[src/rtl/mem_access.sv]
// mem_access: cqu_mips memory-access stage.
// EX/MEM register, dmem req/ready FSM, load align/extend, MEM/WB register.
module mem_access (
   input  logic        clk,
   input  logic        rst,
   input  logic        stall,
   input  logic        flush,
   input  logic        valid_in,
   input  logic [31:0] alu_result_in,
   input  logic [31:0] store_data_in,
   input  logic [4:0]  write_reg_in,
   input  logic        reg_write_in,
   input  logic        mem_to_reg_in,
   input  logic        mem_read_in,
   input  logic        mem_write_in,
   input  logic [1:0]  mem_size_in,
   input  logic        mem_unsigned_in,
   input  logic [31:0] inst_in,
   output logic        dmem_req,
   output logic        dmem_we,
   output logic [31:0] dmem_addr,
   output logic [3:0]  dmem_wstrb,
   output logic [31:0] dmem_wdata,
   input  logic        dmem_ready,
   input  logic [31:0] dmem_rdata,
   output logic [31:0] final_result,
   output logic [4:0]  write_reg,
   output logic        reg_write_final,
   output logic        mem_to_reg_final,
   output logic [31:0] inst_out,
   output logic        mem_stall,
   output logic        addr_err,
   output logic [31:0] bad_vaddr
);

   typedef enum logic [1:0] {IDLE, REQ, HOLD} state_t;

   state_t state_q, state_d;

   logic        valid_q, rw_q, m2r_q, mr_q, mw_q, uns_q;
   logic [31:0] alu_q, sd_q, inst_q, buf_q;
   logic [4:0]  wreg_q;
   logic [1:0]  size_q;

   logic [31:0] res_q, iout_q, bad_q;
   logic [4:0]  wr_q;
   logic        rwf_q, m2rf_q, aerr_q;

   logic        vin, in_mem, capture, hold_exit, mis_q;
   logic [31:0] ld_data;

   function automatic logic misal(input logic [1:0] sz, input logic [1:0] a);
      return (sz[1] && a != 2'b00) || (sz == 2'b01 && a[0]);
   endfunction

   function automatic logic [31:0] ld_ext(input logic [31:0] d,
                                          input logic [1:0]  sz,
                                          input logic        u,
                                          input logic [1:0]  a);
      logic [31:0] sb, sh;
      sb = d >> {a, 3'b000};
      sh = d >> {a[1], 4'b0000};
      unique case (sz)
         2'b00:   return u ? {24'd0, sb[7:0]} : {{24{sb[7]}}, sb[7:0]};
         2'b01:   return u ? {16'd0, sh[15:0]} : {{16{sh[15]}}, sh[15:0]};
         default: return d;
      endcase
   endfunction

   assign vin       = valid_in && !flush;
   assign in_mem    = vin && (mem_read_in || mem_write_in)
                      && !misal(mem_size_in, alu_result_in[1:0]);
   assign capture   = !stall && !mem_stall && state_q != HOLD;
   assign hold_exit = state_q == HOLD && !stall;
   assign mis_q     = valid_q && (mr_q || mw_q) && misal(size_q, alu_q[1:0]);
   assign ld_data   = ld_ext(state_q == HOLD ? buf_q : dmem_rdata,
                             size_q, uns_q, alu_q[1:0]);

   // EX/MEM pipeline register; a retired HOLD op leaves a bubble behind
   always_ff @(posedge clk) begin
      if (rst) begin
         valid_q <= 1'b0;
         alu_q   <= '0;
         sd_q    <= '0;
         wreg_q  <= '0;
         rw_q    <= 1'b0;
         m2r_q   <= 1'b0;
         mr_q    <= 1'b0;
         mw_q    <= 1'b0;
         size_q  <= '0;
         uns_q   <= 1'b0;
         inst_q  <= '0;
      end else if (capture) begin
         valid_q <= vin;
         alu_q   <= alu_result_in;
         sd_q    <= store_data_in;
         wreg_q  <= write_reg_in;
         rw_q    <= vin && reg_write_in;
         m2r_q   <= vin && mem_to_reg_in;
         mr_q    <= vin && mem_read_in;
         mw_q    <= vin && mem_write_in;
         size_q  <= mem_size_in;
         uns_q   <= mem_unsigned_in;
         inst_q  <= inst_in;
      end else if (hold_exit) begin
         valid_q <= 1'b0;
      end
   end

   // FSM state register and read-data buffer for stall-on-ready
   always_ff @(posedge clk) begin
      if (rst) begin
         state_q <= IDLE;
         buf_q   <= '0;
      end else begin
         state_q <= state_d;
         if (state_q == REQ && dmem_ready && stall)
            buf_q <= dmem_rdata;
      end
   end

   // FSM next state
   always_comb begin
      state_d = state_q;
      unique case (state_q)
         IDLE: if (!stall && in_mem) state_d = REQ;
         REQ: begin
            if (dmem_ready) begin
               if (stall) state_d = HOLD;
               else       state_d = in_mem ? REQ : IDLE;
            end
         end
         HOLD:    if (!stall) state_d = IDLE;
         default: state_d = IDLE;
      endcase
   end

   // FSM outputs: memory request lines and stage stall
   always_comb begin
      dmem_req   = state_q == REQ;
      dmem_we    = dmem_req && mw_q;
      dmem_addr  = {alu_q[31:2], 2'b00};
      mem_stall  = dmem_req && !dmem_ready;
      dmem_wstrb = 4'b0000;
      dmem_wdata = '0;
      if (dmem_we) begin
         unique case (size_q)
            2'b00: begin
               dmem_wstrb = 4'b0001 << alu_q[1:0];
               dmem_wdata = {4{sd_q[7:0]}};
            end
            2'b01: begin
               dmem_wstrb = alu_q[1] ? 4'b1100 : 4'b0011;
               dmem_wdata = {2{sd_q[15:0]}};
            end
            default: begin
               dmem_wstrb = 4'b1111;
               dmem_wdata = sd_q;
            end
         endcase
      end
   end

   // MEM/WB register; addr_err is a single-edge pulse
   always_ff @(posedge clk) begin
      if (rst) begin
         res_q  <= '0;
         wr_q   <= '0;
         rwf_q  <= 1'b0;
         m2rf_q <= 1'b0;
         iout_q <= '0;
         aerr_q <= 1'b0;
         bad_q  <= '0;
      end else begin
         aerr_q <= 1'b0;
         if (!stall) begin
            unique case (state_q)
               IDLE: begin
                  if (!valid_q) begin
                     rwf_q <= 1'b0;
                  end else begin
                     wr_q   <= wreg_q;
                     m2rf_q <= m2r_q;
                     iout_q <= inst_q;
                     if (mis_q) begin
                        res_q  <= '0;
                        rwf_q  <= 1'b0;
                        aerr_q <= 1'b1;
                        bad_q  <= alu_q;
                     end else begin
                        res_q <= alu_q;
                        rwf_q <= rw_q;
                     end
                  end
               end
               REQ, HOLD: begin
                  if (state_q == REQ && !dmem_ready) begin
                     rwf_q <= 1'b0;
                  end else begin
                     wr_q   <= wreg_q;
                     m2rf_q <= m2r_q;
                     iout_q <= inst_q;
                     res_q  <= mw_q ? 32'd0 : ld_data;
                     rwf_q  <= rw_q && !mw_q;
                  end
               end
               default: rwf_q <= 1'b0;
            endcase
         end
      end
   end

   assign final_result     = res_q;
   assign write_reg        = wr_q;
   assign reg_write_final  = rwf_q;
   assign mem_to_reg_final = m2rf_q;
   assign inst_out         = iout_q;
   assign addr_err         = aerr_q;
   assign bad_vaddr        = bad_q;

endmodule

[config.mk]
export PLATFORM = sky130hd
export DESIGN_NAME = mem_access
export DESIGN_NICKNAME = d
export VERILOG_FILES = /design/src/rtl/mem_access.sv
export SDC_FILE = /design/constraint.sdc
export NUM_CORES = 1
export LEC_CHECK = 0
export BUFFER_PORTS_ARGS = -buffer_cell sky130_fd_sc_hd__buf_2
export CAP_MARGIN = 20
export CORE_MARGIN = 3
export CORE_UTILIZATION = 55
export DETAILED_ROUTE_END_ITERATION = 10
export GPL_TIMING_DRIVEN = 1
export PLACE_DENSITY = 0.84
export SKIP_CTS_REPAIR_TIMING = 1
export SLEW_MARGIN = 20
export SYNTH_ARGS = -nofsm -noshare
export SYNTH_HDL_FRONTEND = slang
export SYNTH_SLANG_ARGS = --single-unit
[constraint.sdc]
create_clock -name clk -period 6.08 [get_ports clk]
set_clock_uncertainty 0.2 [all_clocks]
set_input_delay 0.608 -clock clk [delete_from_list [all_inputs] [get_ports clk]]
set_output_delay 0.608 -clock clk [all_outputs]
set_load 0.02 [all_outputs]
Word-level counts from Yosys, hierarchy flattened:

Cells that the tools add are included.

* bits in registers: 247
* latch bits: 0
* bits in writable memories: 0
* ROM bits: 0
* input bits: 146
* output and inout bits: 175
* logic and storage cells: 115
* memories: 0

* $add $sub $neg: 0
* $mul: 0
* div/mod/pow operators: 0
* magnitude comparators: 0
* equal/unequal tests: 10
* shift-type cells: 3
* mux-type cells: 36
* bitwise logic cells: 3
* reductions and logical operators: 43

Operators by type and width (count)
* two-way mux 32 bit: 10
* one-hot mux 32 bit (2 select lines): 4
* >> shifter 32 x 5 -> 16 bit: 1
* >> shifter 32 x 5 -> 8 bit: 1
* logical AND 1 bit: 22
* two-way mux 5 bit: 2
* inequality test 2 bit (second input constant): 5
* one-hot mux 5 bit (2 select lines): 1
* two-way mux 1 bit: 9
* two-way mux 2 bit: 4
* two-way mux 4 bit: 2
* one-hot mux 4 bit (2 select lines): 1
* AND reduction 4 bit: 2
* nonzero test 2 bit: 4
* equality test 2 x 1 -> 1 bit (second input constant): 3
* zero test 1 bit: 6
* one-hot mux 2 bit (3 select lines): 1
* zero test 2 bit: 2
* logical OR 1 bit: 4
* one-hot mux 1 bit (2 select lines): 2
* OR reduction 4 bit: 1
* left shift 1 x 2 -> 4 bit (first input constant): 1
* NOT 1 bit: 3
* AND reduction 3 bit: 1
* other kinds (3): 3

Depth between registers and ports, before layout:

Gate-level depths: netlist of the first run.

* depth in word-level cells: 9
* mapped depth: 10
* depth with buffers taken out: 7

Worst setup path after synthesis of the first run:

Ideal clock, no wire load.

* kind: flip-flop to output port
* start: reg state_q[1]
* end: out dmem_wstrb[2]
* arrival time: 1.700 ns
* required time: 5.272 ns
* setup slack: 3.572 ns
* cell stages (with the launch flop): 7
* buffers on the path: 0
* cell sequence: dfxtp_1 -> inv_1 -> ha_1 -> nand2_1 -> inv_1 -> o21ai_0 -> a21oi_1

* cells in the longest elaborated chain, start to end: 3

Ends and longest elaborated chain
* from (decl): RTL line 38 `state_t state_q, state_d;`
* from (signal assigned): RTL line 116 `state_q <= state_d;`
* equality test 2 x 1 -> 1 bit: RTL line 140 `dmem_req = state_q == REQ;`
* named net dmem_req: RTL line 19 `output logic dmem_req,`
* logical AND 1 bit: RTL line 141 `dmem_we = dmem_req && mw_q;`
* named net dmem_we: RTL line 20 `output logic dmem_we,`
* two-way mux 4 bit: RTL line 146 `if (dmem_we) begin`
* to (decl): RTL line 22 `output logic [3:0] dmem_wstrb,`

The timed path passes the listed nets, and every way through them passes these cells.

Final worst setup path of the first run:

* start: reg state_q[1]
* end: out dmem_wstrb[3]

* cells in the longest elaborated chain, start to end: 3

Ends and longest elaborated chain (RTL line)
* equality test 2 x 1 -> 1 bit: 140
* logical AND 1 bit: 141
* two-way mux 4 bit: 146

No other way between the ends.

==> impl_metrics.xml, run 1 <==
<?xml version="1.0" encoding="UTF-8"?>
<metrics>
  <group name="outcome">
    <metric name="run_status" unit="">finished clean</metric>
  </group>
  <group name="critical_path">
    <metric name="critical-path-slowest-cell" unit="">sky130_fd_sc_hd__nand2_1</metric>
    <metric name="start_kind" unit="">flip-flop</metric>
    <metric name="rrSetupSlack" unit="ns">2.72</metric>
    <metric name="timing_worst_setup_path_type" unit="">flip-flop to primary output</metric>
    <metric name="cp-endpoint" unit="">dmem_wstrb[3]</metric>
    <metric name="worst_r2r_startpoint" unit="">state_q[0]$_SDFFE_PP0P_</metric>
    <metric name="critical-path-top-delay-family" unit="">simple AND/OR/NAND/NOR gates</metric>
    <metric name="critPathMaxStageDelay" unit="ns">0.70</metric>
    <metric name="crit_fanout" unit="">27</metric>
    <metric name="worst_reg_to_reg_cells" unit="">7</metric>
    <metric name="crit_arrival" unit="ns">2.95</metric>
    <metric name="worstReg2RegEnd" unit="">final_result[14]$_SDFFE_PP0P_</metric>
    <metric name="worstSetupEndpointType" unit="">primary output</metric>
    <metric name="cp_data_required_time" unit="ns">5.27</metric>
    <metric name="worst-path-buf-inv" unit="">3</metric>
    <metric name="critical_path.most_common_cell" unit="">sky130_fd_sc_hd__inv_1</metric>
    <metric name="timing.critical_path.from" unit="">state_q[1]$_SDFFE_PP0P_</metric>
    <metric name="worst-path-stages" unit="">7</metric>
    <metric name="cp_cell_sequence" unit="">inv_1 &gt; ha_1 &gt; nand2_1 &gt; inv_1 &gt; o21ai_0 &gt; nor2_1 &gt; buf_2</metric>
  </group>
  <group name="final_layout">
    <metric name="n_fill_cell" unit="">1627</metric>
    <metric name="layout-drive-gt1-share" unit="">0.2429</metric>
    <metric name="final_common_cell" unit="">sky130_fd_sc_hd__nand2_1</metric>
    <metric name="final_area" unit="sq um">13360</metric>
    <metric name="final_cell_mix" unit="">sky130_fd_sc_hd__nand2_1 (446), sky130_fd_sc_hd__buf_2 (317), sky130_fd_sc_hd__a21oi_1 (256), sky130_fd_sc_hd__dfxtp_1 (246), sky130_fd_sc_hd__nor2_1 (81)</metric>
    <metric name="final_core_util" unit="">0.6775</metric>
    <metric name="fin_nets" unit="">1810</metric>
    <metric name="layout-area-overhead-vs-synth" unit="%">19.60</metric>
  </group>
  <group name="clock_network">
    <metric name="cts_buffers" unit="">26</metric>
    <metric name="htreeDepth" unit="">1</metric>
    <metric name="cts.clk_slew.worst_paths" unit="ns">0.06</metric>
    <metric name="clock-sinks" unit="">247</metric>
    <metric name="worst_skew_pair.late_latency" unit="ns">0.53</metric>
    <metric name="clock-root-buffer" unit="">sky130_fd_sc_hd__clkbuf_16</metric>
    <metric name="cts_tree" unit="">done</metric>
    <metric name="max-clock-path-buffers" unit="">3</metric>
  </group>
  <group name="floorplan">
    <metric name="die_width" unit="um">148.5</metric>
    <metric name="num_io_pins" unit="">321</metric>
    <metric name="die_area" unit="sq um">22050</metric>
    <metric name="initial_utilization" unit="">0.5665</metric>
    <metric name="placement_rows" unit="">51</metric>
    <metric name="dieHeight" unit="um">148.5</metric>
    <metric name="core_area" unit="sq um">19720</metric>
  </group>
  <group name="timing">
    <metric name="maxSlewViolCount" unit="">0</metric>
    <metric name="finalSetupViolations" unit="">0</metric>
    <metric name="fmaxAchievable" unit="GHz">0.2663</metric>
    <metric name="hold_slack" unit="ns">0.1121</metric>
    <metric name="fin_tns_setup" unit="ns">0</metric>
    <metric name="final_critical_path_setup_slack" unit="ns">2.325</metric>
    <metric name="setup_repair_after_global_routing_missed_its_margin" unit="">no</metric>
    <metric name="final_hold_viol_count" unit="">0</metric>
    <metric name="slew-limit-headroom" unit="">0.3000</metric>
    <metric name="tightest_slew" unit="ns">1.050</metric>
    <metric name="final_min_period_over_clock_period" unit="">0.6176</metric>
    <metric name="period_needed" unit="ns">3.755</metric>
  </group>
  <group name="synthesis">
    <metric name="synth.yosys.seq_area_share" unit="">0.4427</metric>
    <metric name="async_flop_share" unit="">0</metric>
    <metric name="synthFlopType" unit="">sky130_fd_sc_hd__dfxtp_1</metric>
    <metric name="synthesis.yosys.warnings" unit="">0</metric>
    <metric name="post-synth-top-area-fraction" unit="">0.4427</metric>
    <metric name="post_synth_inst_count" unit="">1457</metric>
    <metric name="synth_top_cell_by_area" unit="">sky130_fd_sc_hd__dfxtp_1</metric>
    <metric name="syn-cell-area" unit="sq um">11170</metric>
    <metric name="synth_enable_flop_cells" unit="">0</metric>
    <metric name="yosysUniqueCellTypes" unit="">59</metric>
    <metric name="synthTopCellsByArea" unit="">sky130_fd_sc_hd__dfxtp_1 (44%), sky130_fd_sc_hd__nand2_1 (15%), sky130_fd_sc_hd__a21oi_1 (11%), sky130_fd_sc_hd__mux2i_1 (4.3%), sky130_fd_sc_hd__nor2_1 (2.7%)</metric>
    <metric name="ff_latch_count_synth" unit="">247</metric>
    <metric name="avgSynthCellArea" unit="sq um">7.666</metric>
  </group>
  <group name="place">
    <metric name="dp_slack" unit="ns">2.822</metric>
    <metric name="port_buffers" unit="">318</metric>
    <metric name="placement.cell_area" unit="sq um">12410</metric>
    <metric name="hpwl" unit="mm">23.81</metric>
    <metric name="finalWeightedCongestion" unit="">0.9174</metric>
  </group>
  <group name="global_routing">
    <metric name="grt_overflow_total" unit="">0</metric>
    <metric name="grt_pass1_wl" unit="mm">53.83</metric>
    <metric name="grt.total_usage" unit="">0.2987</metric>
    <metric name="grt_pass1_vias" unit="">10200</metric>
    <metric name="grt_max_degree" unit="">139</metric>
    <metric name="antenna_found_initial" unit="">2</metric>
  </group>
  <group name="drt">
    <metric name="post-route-drc-count" unit="">0</metric>
    <metric name="drt-vias-per-instance" unit="">5.836</metric>
    <metric name="final_antenna_net_count" unit="">0</metric>
    <metric name="detail_route.iter0.violations" unit="">1009</metric>
    <metric name="wirelength" unit="mm">35.23</metric>
    <metric name="vias" unit="">11360</metric>
    <metric name="routed_wire_length_per_instance" unit="um">18.11</metric>
    <metric name="firstDrtPassIters" unit="">6</metric>
  </group>
  <group name="pwr">
    <metric name="leakage" unit="uW">0.005446</metric>
    <metric name="ir_drop" unit="mV">0.2437</metric>
    <metric name="powerDensity" unit="nW/um^2">286.3</metric>
  </group>
  <group name="flow_run">
    <metric name="drv_cap" unit="">0</metric>
  </group>
  <group name="min_path">
    <metric name="hold_path.class" unit="">input pin to flip-flop</metric>
  </group>
</metrics>
## cells in the mapped netlist (9+ instances only)
cell	number
sky130_fd_sc_hd__a21oi_1	256
sky130_fd_sc_hd__and3_1	9
sky130_fd_sc_hd__a2111oi_2	10
sky130_fd_sc_hd__nor2_1	81
sky130_fd_sc_hd__nand3_1	13
sky130_fd_sc_hd__mux2i_1	48
sky130_fd_sc_hd__a311oi_1	11
sky130_fd_sc_hd__nor3_1	16
sky130_fd_sc_hd__nor4_1	12
sky130_fd_sc_hd__o21ai_0	21
sky130_fd_sc_hd__clkbuf_1	79
sky130_fd_sc_hd__buf_2	27
sky130_fd_sc_hd__buf_4	35
sky130_fd_sc_hd__nand2_1	446
sky130_fd_sc_hd__dfxtp_1	247
sky130_fd_sc_hd__a211oi_1	15
sky130_fd_sc_hd__a221oi_1	16
sky130_fd_sc_hd__inv_1	24
## cells by family (layout without fill, tap and decap cells)
family / Yosys count / in the layout / synth area share
AND/OR/NAND/NOR: 611 / 611 / 0.2270
AO/OA/AOI/OAI: 366 / 366 / 0.2006
flip-flops: 247 / 247 / 0.4427
buffers and inverters: 179 / 401 / 0.07987
multiplexers: 49 / 49 / 0.04503
adder cells (fa/ha/maj): 4 / 4 / 0.004481
other: 1 / 3 / 0.0003357
## worst min-delay path, stage by stage
cell and delay [ns]:
sky130_fd_sc_hd__buf_2 0.09, sky130_fd_sc_hd__nand2_1 0.04, sky130_fd_sc_hd__a21oi_1 0.05
## how the worst min path moves through the flow
stage / to / start / cells after the start
floorplan: rw_q$_SDFFE_PP0P_ / rw_q$_SDFFE_PP0P_ / 2
global route: sd_q[11]$_SDFFE_PP0P_ / store_data_in[11] / 3
finish: inst_q[5]$_SDFFE_PP0P_ / inst_in[5] / 3
detailed placement: bad_vaddr[10]$_SDFFE_PP0P_ / bad_vaddr[10]$_SDFFE_PP0P_ / 2
CTS: sd_q[2]$_SDFFE_PP0P_ / store_data_in[2] / 3
global placement: inst_out[26]$_SDFFE_PP0P_ / inst_q[26]$_SDFFE_PP0P_ / 2
## report_power, final
| part | internal, uW | total (uW) | switching, uW | leakage, uW |
|---|---|---|---|---|
| registers | 1670 | 1720 | 50.2 | 0.00201 |
| logic | 121 | 367 | 246 | 0.00298 |
| clock network | 1080 | 1740 | 659 | 0.000454 |
## per-layer routing
| layer | GRT usage | part of all wire |
|---|---|---|
| met4 | 0.1316 | 0.046 |
| met5 | 0 | 0.00062 |
| met1 | 0.3855 | 0.38 |
| met3 | 0.07130 | 0.11 |
| met2 | 0.4785 | 0.46 |
## final cells by class
type	count	area (sq um)	share of cell area
diodes	1	2.502	0.0001873
clock buffers	39	759.5	0.05685
clock inverters	9	186.4	0.01396
inverters	25	96.34	0.007212
multi-input cells	1032	5360	0.4012
flip-flops and latches	247	4946	0.3702
well taps	265	331.6	0.02482
repair buffers	328	1677	0.1255
## through the flow
step	instances	power (uW)
3_5_place_dp	1897	2116
3_3_place_gp	1896	2109
2_1_floorplan	1458	1991
5_1_grt	1945	3952
4_1_cts	1945	3833
6_report	1946	3825
(Power assumes the default switching activity.)
==> inputs of run 2 (changes only) <==
Settings changed: CORE_UTILIZATION 55 to 52, PLACE_DENSITY 0.84 to 0.8.
Clock period 6.08 ns to 3.6 ns, I/O delays scaled along.
==> run 2 against run 1 <==
  * Clock power up 60%
  * Worst setup slack worse by 1.8 ns
  * Sequential share of layout area down 3.7 points
  * Core utilization up 4.0 points
  * Final cell count up 8.2%
  * First-iteration DRC count up 24%
  * Sequential cell count unchanged
  * Combinational power up 110%
  * Non-clock buffer count up 153
  * Critical endpoint is now dmem_wdata[16]
  * Largest cell class unchanged
==> impl_metrics.xml, run 2 (synthesis results as in run 1) <==
<?xml version="1.0" encoding="UTF-8"?>
<metrics>
  <group name="outcome">
    <metric name="run_status" unit="">finished clean</metric>
  </group>
  <group name="drt">
    <metric name="vias" unit="">12000</metric>
    <metric name="wirelength" unit="mm">38.48</metric>
    <metric name="route.layer.met1.wl" unit="mm">14.82</metric>
    <metric name="firstDrtPassIters" unit="">7</metric>
    <metric name="highest_layer_used_for_signal_routing" unit="">met4</metric>
    <metric name="dr_wl_met2" unit="mm">18.46</metric>
    <metric name="drt-vias-per-instance" unit="">5.702</metric>
    <metric name="detail_route.iter0.violations" unit="">1253</metric>
    <metric name="final_antenna_net_count" unit="">0</metric>
    <metric name="met3RoutedLength" unit="mm">3.335</metric>
    <metric name="routed_wire_length_per_instance" unit="um">18.28</metric>
    <metric name="post-route-drc-count" unit="">0</metric>
  </group>
  <group name="place">
    <metric name="finalWeightedCongestion" unit="">0.9235</metric>
    <metric name="hpwl" unit="mm">24.24</metric>
    <metric name="port_buffers" unit="">318</metric>
  </group>
  <group name="clock_network">
    <metric name="worst_skew_pair.late_latency" unit="ns">0.52</metric>
    <metric name="max-clock-path-buffers" unit="">3</metric>
    <metric name="clock-root-buffer" unit="">sky130_fd_sc_hd__clkbuf_16</metric>
    <metric name="cts_tree" unit="">done</metric>
    <metric name="clock-sinks" unit="">247</metric>
    <metric name="htreeDepth" unit="">1</metric>
    <metric name="cts_buffers" unit="">26</metric>
    <metric name="cts.clk_slew.worst_paths" unit="ns">0.06</metric>
  </group>
  <group name="global_routing">
    <metric name="grt_pass1_wl" unit="mm">55.33</metric>
    <metric name="grt_pass1_vias" unit="">10470</metric>
    <metric name="antenna_found_initial" unit="">1</metric>
    <metric name="grt_overflow_total" unit="">0</metric>
    <metric name="grt_max_degree" unit="">187</metric>
    <metric name="grt.total_usage" unit="">0.2829</metric>
  </group>
  <group name="timing">
    <metric name="tightest_slew" unit="ns">1.019</metric>
    <metric name="final_min_period_over_clock_period" unit="">0.8530</metric>
    <metric name="setup_repair_after_global_routing_missed_its_margin" unit="">no</metric>
    <metric name="fin_tns_setup" unit="ns">0</metric>
    <metric name="fmaxAchievable" unit="GHz">0.3257</metric>
    <metric name="final_hold_viol_count" unit="">0</metric>
    <metric name="maxSlewViolCount" unit="">0</metric>
    <metric name="slew-limit-headroom" unit="">0.3186</metric>
    <metric name="period_needed" unit="ns">3.071</metric>
    <metric name="finalSetupViolations" unit="">0</metric>
  </group>
  <group name="floorplan">
    <metric name="die_width" unit="um">152.6</metric>
    <metric name="num_io_pins" unit="">321</metric>
    <metric name="dieHeight" unit="um">152.6</metric>
    <metric name="core_area" unit="sq um">20690</metric>
    <metric name="die_area" unit="sq um">23270</metric>
    <metric name="initial_utilization" unit="">0.5399</metric>
    <metric name="placement_rows" unit="">52</metric>
  </group>
  <group name="critical_path">
    <metric name="start_kind" unit="">flip-flop</metric>
    <metric name="crit_fanout" unit="">17</metric>
    <metric name="timing_worst_setup_path_type" unit="">flip-flop to primary output</metric>
    <metric name="crit_arrival" unit="ns">2.51</metric>
    <metric name="worstSetupEndpointType" unit="">primary output</metric>
    <metric name="cp_data_required_time" unit="ns">3.04</metric>
  </group>
  <group name="final_layout">
    <metric name="final_core_util" unit="">0.7179</metric>
    <metric name="fin_nets" unit="">1963</metric>
    <metric name="layout-drive-gt1-share" unit="">0.2308</metric>
    <metric name="final_common_cell" unit="">sky130_fd_sc_hd__nand2_1</metric>
    <metric name="layout-area-overhead-vs-synth" unit="%">32.98</metric>
    <metric name="final_cell_mix" unit="">sky130_fd_sc_hd__nand2_1 (446), sky130_fd_sc_hd__buf_2 (317), sky130_fd_sc_hd__a21oi_1 (256), sky130_fd_sc_hd__dfxtp_1 (246), sky130_fd_sc_hd__dlygate4sd3_1 (140)</metric>
  </group>
  <group name="pwr">
    <metric name="ir_drop" unit="mV">0.3092</metric>
    <metric name="powerDensity" unit="nW/um^2">434.4</metric>
    <metric name="leakage" unit="uW">0.006100</metric>
  </group>
  <group name="flow_run">
    <metric name="drv_cap" unit="">0</metric>
  </group>
  <group name="min_path">
    <metric name="hold_path.class" unit="">input pin to flip-flop</metric>
  </group>
</metrics>
## run 2: changes by cell type in the layout (fill, tap and decap cells not counted), sizes merged
cell,delta
diode,+1
dlygate4sd3,+140
clkinv,+4
bufinv,-3
clkbuf,-2
buf,+13
inv,+1
## run 2: per-stage QoR
step | hold WS [ns] | area [sq um] | setup slack, ns | total power, uW | std cells
3_5_place_dp | 0.2419 | 12550 | 0.8691 | 3586 | 1915
6_report | 0.007768 | 14850 | 0.5292 | 6452 | 2105
2_1_floorplan | 0.2271 | 11170 | 1.261 | 3363 | 1458
4_1_cts | -0.1467 | 13450 | 0.5520 | 6331 | 1963
3_3_place_gp | 0.2362 | 12550 | 0.9048 | 3577 | 1915
5_1_grt | 0.02307 | 14850 | 0.3961 | 6634 | 2104
## run 2: layout make-up
cell class / count / area (sq um)
Tap cell: 270 / 337.8
Clock buffer: 37 / 783.3
Antenna cell: 2 / 5.005
Timing Repair Buffer: 481 / 3209
Inverter: 25 / 96.34
Fill cell: 1550 / 5837
Clock inverter: 11 / 117.6
Sequential cell: 247 / 4946
Multi-Input combinational cell: 1032 / 5358
## run 2: where the power goes
group	internal [uW]	total (uW)	switching, uW
logic	314	759	445
clock network	1660	2780	1120
registers	2820	2910	86.9
## run 2: metal layers
layer	up-vias	track usage
met5	-	0
met4	0	0.09885
met2	706	0.4809
met1	5538	0.3566
li1	5613	-
met3	145	0.06078
## run 2: final timing paths
kind                           startpoint                             to  slack, ns  cells after the start
setup / recovery  state_q[1]$_SDFFE_PP0P_                 dmem_wdata[16]       0.53                      7
hold / removal                        rst         inst_q[7]$_SDFFE_PP0P_      0.008                      2
setup reg to reg  state_q[0]$_SDFFE_PP0P_  final_result[31]$_SDFFE_PP0P_       0.81                      7
hold reg to reg   inst_q[12]$_SDFFE_PP0P_      inst_out[12]$_SDFFE_PP0P_       0.25                      2
## run 2: worst max-delay path, stage by stage, from the launching register on
cell	delay, ns
sky130_fd_sc_hd__dfxtp_1	0.33
sky130_fd_sc_hd__inv_1	0.10
sky130_fd_sc_hd__ha_1	0.22
sky130_fd_sc_hd__buf_4	0.22
sky130_fd_sc_hd__nand2_1	0.36
sky130_fd_sc_hd__buf_4	0.35
sky130_fd_sc_hd__nor2_1	0.19
sky130_fd_sc_hd__buf_2	0.21
